[config.mk]
export PLATFORM = sky130hd
export DESIGN_NAME = uart_rx
export DESIGN_NICKNAME = d
export VERILOG_FILES = /design/src/rtl/uart_pkg.sv /design/src/rtl/sync_2ff.sv /design/src/rtl/uart_rx.sv
export SDC_FILE = /design/constraint.sdc
export NUM_CORES = 1
export LEC_CHECK = 0
export CORE_UTILIZATION = 33
export CTS_CLUSTER_SIZE = 28
export DETAILED_ROUTE_END_ITERATION = 10
export PLACE_DENSITY = 0.52
export SLEW_MARGIN = 5
export SYNTH_ARGS = -nofsm -noshare
export SYNTH_HDL_FRONTEND = slang
export SYNTH_HIERARCHICAL = 1
export SYNTH_SLANG_ARGS = --single-unit
[constraint.sdc]
create_clock -name in_clk -period 2 [get_ports in_clk]
set_input_delay 0.3 -clock in_clk [delete_from_list [all_inputs] [get_ports in_clk]]
set_output_delay 0.3 -clock in_clk [all_outputs]
set_load 0.02 [all_outputs]
[src/rtl/uart_pkg.sv]
// uart_pkg: constants shared by both ends of the serial link (RX and TX).
// Holds default clock/baud figures, the frame data width and the receiver
// state encoding so that both sides agree on framing.
package uart_pkg;

    localparam int unsigned F_IN_DEFAULT  = 50_000_000;
    localparam int unsigned F_OUT_DEFAULT = 115_200;
    localparam int unsigned DATA_BITS     = 8;

    typedef enum logic [2:0] {
        ST_IDLE  = 3'd0,
        ST_START = 3'd1,
        ST_DATA  = 3'd2,
        ST_STOP  = 3'd3,
        ST_BREAK = 3'd4
    } uart_state_t;

endpackage

[src/rtl/sync_2ff.sv]
// sync_2ff: two-flop synchronizer for a single asynchronous input.
// Ports:
//   in_clk - destination clock
//   nrst   - asynchronous active-low reset (both flops load RST_VAL)
//   d      - asynchronous input
//   q      - synchronized output, two cycles after d
module sync_2ff #(
    parameter logic RST_VAL = 1'b1
) (
    input  logic in_clk,
    input  logic nrst,
    input  logic d,
    output logic q
);

    logic meta;

    always_ff @(posedge in_clk or negedge nrst) begin
        if (!nrst) begin
            meta <= RST_VAL;
            q    <= RST_VAL;
        end else begin
            meta <= d;
            q    <= meta;
        end
    end

endmodule

[src/rtl/uart_rx.sv]
// uart_rx: 8N1 asynchronous serial receiver running on the system clock.
// The bit-phase counter is realigned on every start edge; bits are sampled
// at mid-bit and each good byte is presented with a one-cycle strobe.
// Ports:
//   in_clk    - system clock
//   nrst      - asynchronous active-low reset
//   rx        - serial line (asynchronous, idles high)
//   data      - last correctly received byte, held until the next good frame
//   valid     - one-cycle pulse, data is new this cycle
//   frame_err - one-cycle pulse, stop bit sampled low
//   busy      - high whenever the receiver is not idle
module uart_rx
    import uart_pkg::*;
#(
    parameter int unsigned F_IN  = F_IN_DEFAULT,
    parameter int unsigned F_OUT = F_OUT_DEFAULT,
    parameter int unsigned T     = F_IN / F_OUT,
    parameter int unsigned HALF  = T / 2,
    parameter int unsigned CW    = $clog2(T)
) (
    input  logic       in_clk,
    input  logic       nrst,
    input  logic       rx,
    output logic [7:0] data,
    output logic       valid,
    output logic       frame_err,
    output logic       busy
);

    localparam int unsigned     IW        = $clog2(DATA_BITS);
    localparam logic [CW-1:0]   HALF_LAST = CW'(HALF - 1);
    localparam logic [CW-1:0]   BIT_LAST  = CW'(T - 1);
    localparam logic [IW-1:0]   IDX_LAST  = IW'(DATA_BITS - 1);

    logic                 rx_s;
    uart_state_t          state;
    logic [CW-1:0]        cnt;
    logic [IW-1:0]        bit_idx;
    logic [DATA_BITS-1:0] shift;

    sync_2ff #(.RST_VAL(1'b1)) u_sync (
        .in_clk (in_clk),
        .nrst   (nrst),
        .d      (rx),
        .q      (rx_s)
    );

    always_ff @(posedge in_clk or negedge nrst) begin
        if (!nrst) begin
            state     <= ST_IDLE;
            cnt       <= '0;
            bit_idx   <= '0;
            shift     <= '0;
            data      <= '0;
            valid     <= 1'b0;
            frame_err <= 1'b0;
            busy      <= 1'b0;
        end else begin
            valid     <= 1'b0;
            frame_err <= 1'b0;
            case (state)
                ST_IDLE: begin
                    if (!rx_s) begin
                        state <= ST_START;
                        cnt   <= '0;
                        busy  <= 1'b1;
                    end
                end
                ST_START: begin
                    if (cnt == HALF_LAST) begin
                        cnt <= '0;
                        if (!rx_s) begin
                            state   <= ST_DATA;
                            bit_idx <= '0;
                        end else begin
                            // Start bit gone by mid-bit: treat as a glitch.
                            state <= ST_IDLE;
                            busy  <= 1'b0;
                        end
                    end else begin
                        cnt <= cnt + CW'(1);
                    end
                end
                ST_DATA: begin
                    if (cnt == BIT_LAST) begin
                        cnt     <= '0;
                        shift   <= {rx_s, shift[DATA_BITS-1:1]};
                        bit_idx <= bit_idx + IW'(1);
                        if (bit_idx == IDX_LAST) begin
                            state <= ST_STOP;
                        end
                    end else begin
                        cnt <= cnt + CW'(1);
                    end
                end
                ST_STOP: begin
                    if (cnt == BIT_LAST) begin
                        cnt <= '0;
                        if (rx_s) begin
                            data  <= shift;
                            valid <= 1'b1;
                            state <= ST_IDLE;
                            busy  <= 1'b0;
                        end else begin
                            frame_err <= 1'b1;
                            state     <= ST_BREAK;
                        end
                    end else begin
                        cnt <= cnt + CW'(1);
                    end
                end
                ST_BREAK: begin
                    // Wait out a held-low line so it cannot retrigger frames.
                    if (rx_s) begin
                        state <= ST_IDLE;
                        busy  <= 1'b0;
                    end
                end
                default: begin
                    state <= ST_IDLE;
                    cnt   <= '0;
                    busy  <= 1'b0;
                end
            endcase
        end
    end

endmodule

==> flow_metrics.env, run 1 <==
export IMPL_multiInputGateArea_um2=768.2
export IMPL_synth_edf_count=0
export IMPL_post_route_util_pct=40.29
export IMPL_synth_most_common_cell="dfrtp_1"
export IMPL_synth_ff_type="dfrtp_1"
export IMPL_rows=26
export IMPL_synth_seq_cells=36
export IMPL_rrSetupSlack_ns=0.18
export IMPL_max_slew_margin_pct=47.78
export IMPL_drive_gt1_share_pct=20.69
export IMPL_powerDensity_mw_per_mm2=691.7
export IMPL_end_kind="flip-flop"
export IMPL_rsz0062_at_grt="false"
export IMPL_worstReg2RegEnd="state[1]"
export IMPL_die_h_um=74.47
export IMPL_cap_violations=0
export IMPL_synth_cell_types=41
export IMPL_grt_max_degree=37
export IMPL_hp_class="in2async"
export IMPL_yosysSeqAreaShare_pct=52.13
export IMPL_wirelength_um=3171
export IMPL_root_buffer="clkbuf_8"
export IMPL_seq_area_um2=903.4
export IMPL_initial_core_util_pct=34.15
export IMPL_grt_usage_pct=13.34
export IMPL_post_cts_setup_buffers=0
export IMPL_port_buffers=13
export IMPL_r2r_start="cnt[0]"
export IMPL_cp_max_fo=6
export IMPL_finalCritPeriodShare_pct=91.18
export IMPL_numCtsBuffers=5
export IMPL_crit_type="reg2reg"
export IMPL_peakVddDrop_mv=0.3960
export IMPL_yosysWarnings=6
export IMPL_finalNonFillerCells=244
export IMPL_grt_use_met3_pct=3.117
export IMPL_drcViolationCount=0
export IMPL_finalMaxSlewViolations=0
export IMPL_path_clk_slew_ns=0.08
export IMPL_synthTopCellsByArea="dfrtp_1, mux2_2, ha_1"
export IMPL_dp_cells=236
export IMPL_place_gp_congestion=0.7528
export IMPL_area_delta_synth_final_pct=17.98
export IMPL_fin_crit_ns=1.824
export IMPL_cts_hold_buffers=0
export IMPL_grt_overflow=0
export IMPL_busiest_layer="met2"
export IMPL_max_freq_mhz=548.4
export IMPL_worst_setup_path_start_kind="flip-flop"
export IMPL_routed_via_count=1226
export IMPL_die_area_mm2=0.005545
export IMPL_grt_pass1_wl_um=5589
export IMPL_clock_skew_ns=0.009010
export IMPL_tns_ns=0
export IMPL_synth_area_mm2=0.001733
export IMPL_cts_max_path_buffers=2
export IMPL_tightest_slew_ns=0.7833
export IMPL_synth_top_area_share_pct=49.10
export IMPL_synthArstFlopShare_pct=100.0
export IMPL_fin_nets=181
export IMPL_cts_sinks=36
export IMPL_use_met2_pct=20.62
export IMPL_grt_pass1_vias=1234
export IMPL_drt_antenna_violating_nets=0
export IMPL_diodes=0
export IMPL_routed_via_density=5.025
export IMPL_status="finished, final reports clean"
export IMPL_crit_arrival_ns=2.04
export IMPL_yosys_area_top_type="dfrtp_1"
export IMPL_r2r_cells=6
export IMPL_grt_util_met1_pct=17.61
export IMPL_die_w_um=74.47
export IMPL_wl_per_cell_um=13.00
export IMPL_syn_area_per_cell_um2=11.04
export IMPL_cts_tree="yes"
export IMPL_htreeDepth=2
export IMPL_first_pass_iters=4
export IMPL_fillCellCount=514
export IMPL_cp_required_ns=2.21
export IMPL_p_leak_nw=0.9109
export IMPL_netlist_top_cells_count="dfrtp_1, mux2_2, nand2_1"
export IMPL_finalPower_mw=1.414
export IMPL_grt_antenna_before_repair=0
export IMPL_hold_viol=0
export IMPL_insertion_delay_ns=0.29
export IMPL_final_setup_viol_count=0
export IMPL_initialDrtViolationCount=63
export IMPL_coreArea_mm2=0.005075
export IMPL_post_cts_resized=0
export IMPL_hpwl_um=2190
export IMPL_io_pins=14
export IMPL_synth_cells=157
export IMPL_synth_nets=165
==> flip-flops by register name, summed over array words and instances (netlist names) <==
name	count
cnt	9
data	8
shift	8
bit_idx	3
state	3
busy	1
frame_err	1
u_sync/meta	1
u_sync/q	1
valid	1
==> per-stage QoR <==
stage / hold slack [ns] / worst slack [ns] / instance area (µm²)
final: 0.08088 / 0.1764 / 2044
after CTS: 0.1223 / 0.1936 / 2044
after global routing: 0.1521 / 0.02278 / 2044
after floorplan: 0.004409 / 0.3647 / 1733
after global placement: 0.3470 / 0.2684 / 1929
after detailed placement: 0.3500 / 0.2097 / 1929
==> per-layer routing <==
layer / up-vias / part of all wire [%]
met4: 0 / 1.7
li1: 591 / -
met3: 6 / 3.1
met1: 608 / 49
met5: - / 0
met2: 21 / 46
==> how the worst max path moves through the flow <==
stage,start,endpoint,slack [ns],cells after the start
3_3_place_gp,cnt[0],data[6],0.27,5
4_1_cts,cnt[0],state[1],0.19,6
5_1_grt,cnt[0],state[1],0.02,6
6_report,cnt[0],state[1],0.18,6
3_5_place_dp,cnt[1],data[0],0.21,6
2_1_floorplan,cnt[0],data[0],0.36,5
==> layout make-up <==
| class | instances | area share, % |
|---|---|---|
| sequential | 36 | 44.19 |
| clock inverter | 3 | 2.264 |
| clock buffer | 5 | 3.366 |
| multi-input combinational | 107 | 37.58 |
| timing repair buffer | 15 | 6.854 |
| inverter | 8 | 1.469 |
| tap | 70 | 4.284 |
==> power breakdown <==
part | total [mW] | switching (mW) | internal (mW)
combinational | 0.0181 | 0.0143 | 0.00379
sequential | 0.735 | 0.00350 | 0.731
clock | 0.662 | 0.286 | 0.376
==> critical path, stage by stage, from the launching register on <==
cell      delay [ns]
dfrtp_1         0.44
inv_1           0.08
ha_1            0.13
nor3b_1         0.32
nand4b_1        0.20
or4_1           0.44
a21oi_1         0.13
==> cells by family after synthesis <==
family	after synthesis	synth area share, %
muxes	16	10.40
and+or+nand+nor	53	18.05
adders and majority gates	6	4.188
buffers and inverters	14	3.538
AOI/OAI and AO/OA	32	11.70
DFF	36	52.13
==> cells in the final DEF, fill, tap and decap left out, types with 4 or more instances in the layout <==
| cell type | count |
|---|---|
| ha_1 | 5 |
| nand3_1 | 7 |
| clkdlybuf4s50_1 | 12 |
| nor2_1 | 9 |
| a21oi_1 | 4 |
| clkbuf_8 | 5 |
| dfrtp_1 | 34 |
| nand2_1 | 15 |
| o21ai_0 | 12 |
| inv_1 | 8 |
| mux2_2 | 16 |
Power figures use the tool's default switching activity.
==> run 2: changes to the inputs <==
--- a/config.mk
+++ b/config.mk
@@ -9,6 +9,7 @@
 export CTS_CLUSTER_SIZE = 28
 export DETAILED_ROUTE_END_ITERATION = 10
 export PLACE_DENSITY = 0.52
+export SKIP_CTS_REPAIR_TIMING = 1
 export SLEW_MARGIN = 5
 export SYNTH_ARGS = -nofsm -noshare
 export SYNTH_HDL_FRONTEND = slang
==> results of run 2 <==
No change in the layout: final DEF, timing and power equal those of run 1.
==> run 3: changes to the inputs <==
--- a/config.mk
+++ b/config.mk
@@ -5,10 +5,11 @@
 export SDC_FILE = /design/constraint.sdc
 export NUM_CORES = 1
 export LEC_CHECK = 0
-export CORE_UTILIZATION = 33
+export ABC_CLOCK_PERIOD_IN_PS = 2000
+export CORE_UTILIZATION = 55
 export CTS_CLUSTER_SIZE = 28
 export DETAILED_ROUTE_END_ITERATION = 10
-export PLACE_DENSITY = 0.52
+export PLACE_DENSITY = 0.78
 export SKIP_CTS_REPAIR_TIMING = 1
 export SLEW_MARGIN = 5
 export SYNTH_ARGS = -nofsm -noshare
==> run 3 against run 2 <==
  * Hold slack improved by 0.26 ns
  * Sequential share of layout area fell by 0.32 points
  * Highest routed layer unchanged
  * Combinational power rose by 13%
  * Sequential power barely moved
  * Die area fell by 39%
  * Critical path type unchanged
==> flow_metrics.env, run 3 (synthesis gave the netlist of run 1 again) <==
export IMPL_status="finished, final reports clean"
export IMPL_cts_max_path_buffers=2
export IMPL_finalCritPeriodShare_pct=92.94
export IMPL_rsz0062_at_grt="true"
export IMPL_layout_commonest_cell="dfrtp_1"
export IMPL_die_h_um=58.13
export IMPL_clock_skew_ns=0.008748
export IMPL_routed_via_count=1302
export IMPL_largest_reg_flops=9
export IMPL_worst_setup_path_start_kind="flip-flop"
export IMPL_grt_pass1_wl_um=5789
export IMPL_initialDrtViolationCount=78
export IMPL_die_area_mm2=0.003379
export IMPL_reg_top3="cnt x9, data x8, shift x8"
export IMPL_wirelength_um=3447
export IMPL_htreeDepth=2
export IMPL_tightest_slew_ns=0.6967
export IMPL_cts_sinks=36
export IMPL_first_pass_iters=4
export IMPL_wl_per_cell_um=14.99
export IMPL_hpwl_um=2501
export IMPL_routed_via_density=5.661
export IMPL_grt_pass1_vias=1300
export IMPL_grt_antenna_before_repair=0
export IMPL_rows=20
export IMPL_rrSetupSlack_ns=0.14
export IMPL_place_gp_congestion=0.7997
export IMPL_fin_crit_ns=1.859
export IMPL_finalNonFillerCells=230
export IMPL_top_register="cnt"
export IMPL_grt_overflow=0
export IMPL_grt_max_degree=37
export IMPL_drive_gt1_share_pct=25.81
export IMPL_crit_end="cnt[6]"
export IMPL_cp_max_fo=11
export IMPL_area_delta_synth_final_pct=18.85
export IMPL_hp_class="in2async"
export IMPL_drt_antenna_violating_nets=0
export IMPL_die_w_um=58.13
export IMPL_hold_viol=0
export IMPL_coreArea_mm2=0.003028
export IMPL_final_cell_mix="dfrtp_1, mux2_2, nand2_1"
export IMPL_path_clk_slew_ns=0.12
export IMPL_worstReg2RegEnd="cnt[6]"
export IMPL_io_pins=14
export IMPL_r2r_cells=6
export IMPL_cts_tree="yes"
export IMPL_cap_violations=0
export IMPL_setup_ws_ns=0.1412
export IMPL_diodes=0
export IMPL_root_buffer="clkbuf_4"
export IMPL_port_buffers=13
export IMPL_final_setup_viol_count=0
export IMPL_dp_cells=222
export IMPL_drcViolationCount=0
export IMPL_crit_arrival_ns=2.12
export IMPL_max_slew_margin_pct=53.55
export IMPL_cp_required_ns=2.26
export IMPL_grt_usage_pct=23.69
export IMPL_insertion_delay_ns=0.35
export IMPL_numCtsBuffers=5
export IMPL_fin_nets=193
export IMPL_peakVddDrop_mv=0.5604
export IMPL_r2r_start="cnt[1]"
export IMPL_finalMaxSlewViolations=0
export IMPL_crit_type="reg2reg"
export IMPL_end_kind="flip-flop"
export IMPL_max_freq_mhz=538.0
export IMPL_p_leak_nw=0.9481
export IMPL_place_ws_ns=-0.1849
export IMPL_powerDensity_mw_per_mm2=561.0
export IMPL_critical_path_startpoint="cnt[1]"
export IMPL_initial_core_util_pct=57.23
==> run 3: cell types whose count changed in the layout (fill, tap and decap cells not counted), sizes merged <==
cell	previous run	this run
buf	3	14
bufinv	1	0
clkdlybuf4s50	12	13
clkinv	0	1
clkinvlp	1	2
inv	9	8
==> run 3: stage by stage <==
stage / power (mW) / area (µm²) / hold WS [ns] / TNS [ns] / util, %
CTS: 1.171 / 2053 / 0.3474 / -1.004 / 67.81
detailed placement: 0.7703 / 1992 / 0.3490 / -0.7901 / 65.79
global placement: 0.7699 / 1992 / 0.3488 / -0.2694 / 65.79
floorplan: 0.7507 / 1733 / 0.004409 / 0 / -
finish: 1.155 / 2059 / 0.3425 / 0 / 68.02
global route: 1.204 / 2059 / 0.3300 / -0.04988 / 68.02
==> run 3: final cells by class <==
| cell class | count | area [µm²] |
|---|---|---|
| multi-input combinational | 107 | 774.5 |
| sequential | 36 | 903.4 |
| tap | 44 | 55.05 |
| clock inverter | 3 | 23.77 |
| timing repair buffer | 27 | 235.2 |
| fill | 232 | 968.4 |
| clock buffer | 5 | 37.54 |
| inverter | 8 | 30.03 |
==> run 3: where the power goes <==
group / internal, mW / leakage [nW] / total (mW) / switching (mW)
registers: 0.731 / 0.476 / 0.735 / 0.00348
logic: 0.00606 / 0.445 / 0.0205 / 0.0145
clock network: 0.138 / 0.0274 / 0.400 / 0.262
==> run 3: how the worst min path moves through the flow <==
stage | from | end | slack, ns | depth (start not counted)
3_5_place_dp | u_sync/meta | u_sync/q | 0.35 | 0
6_report | nrst | cnt[3] | 0.34 | 2
4_1_cts | nrst | shift[5] | 0.35 | 2
5_1_grt | rx | u_sync/meta | 0.33 | 1
3_3_place_gp | u_sync/meta | u_sync/q | 0.35 | 0
2_1_floorplan | nrst | bit_idx[0] | 0.004 | 0
==> run 3: worst max-delay path, stage by stage (launching register included) <==
cell      delay (ns)
dfrtp_1         0.36
inv_1           0.06
ha_1            0.18
nor3b_1         0.16
a311oi_2        0.63
o21ai_0         0.17
a22oi_1         0.22
==> run 3: routing by layer <==
layer  wire [µm]  GRT usage, %  vias up
met5           0             0        -
met4          49         7.483        0
met3         150         8.036        8
met2        1782         39.57       34
met1        1465         28.97      635
li1            -             -      625
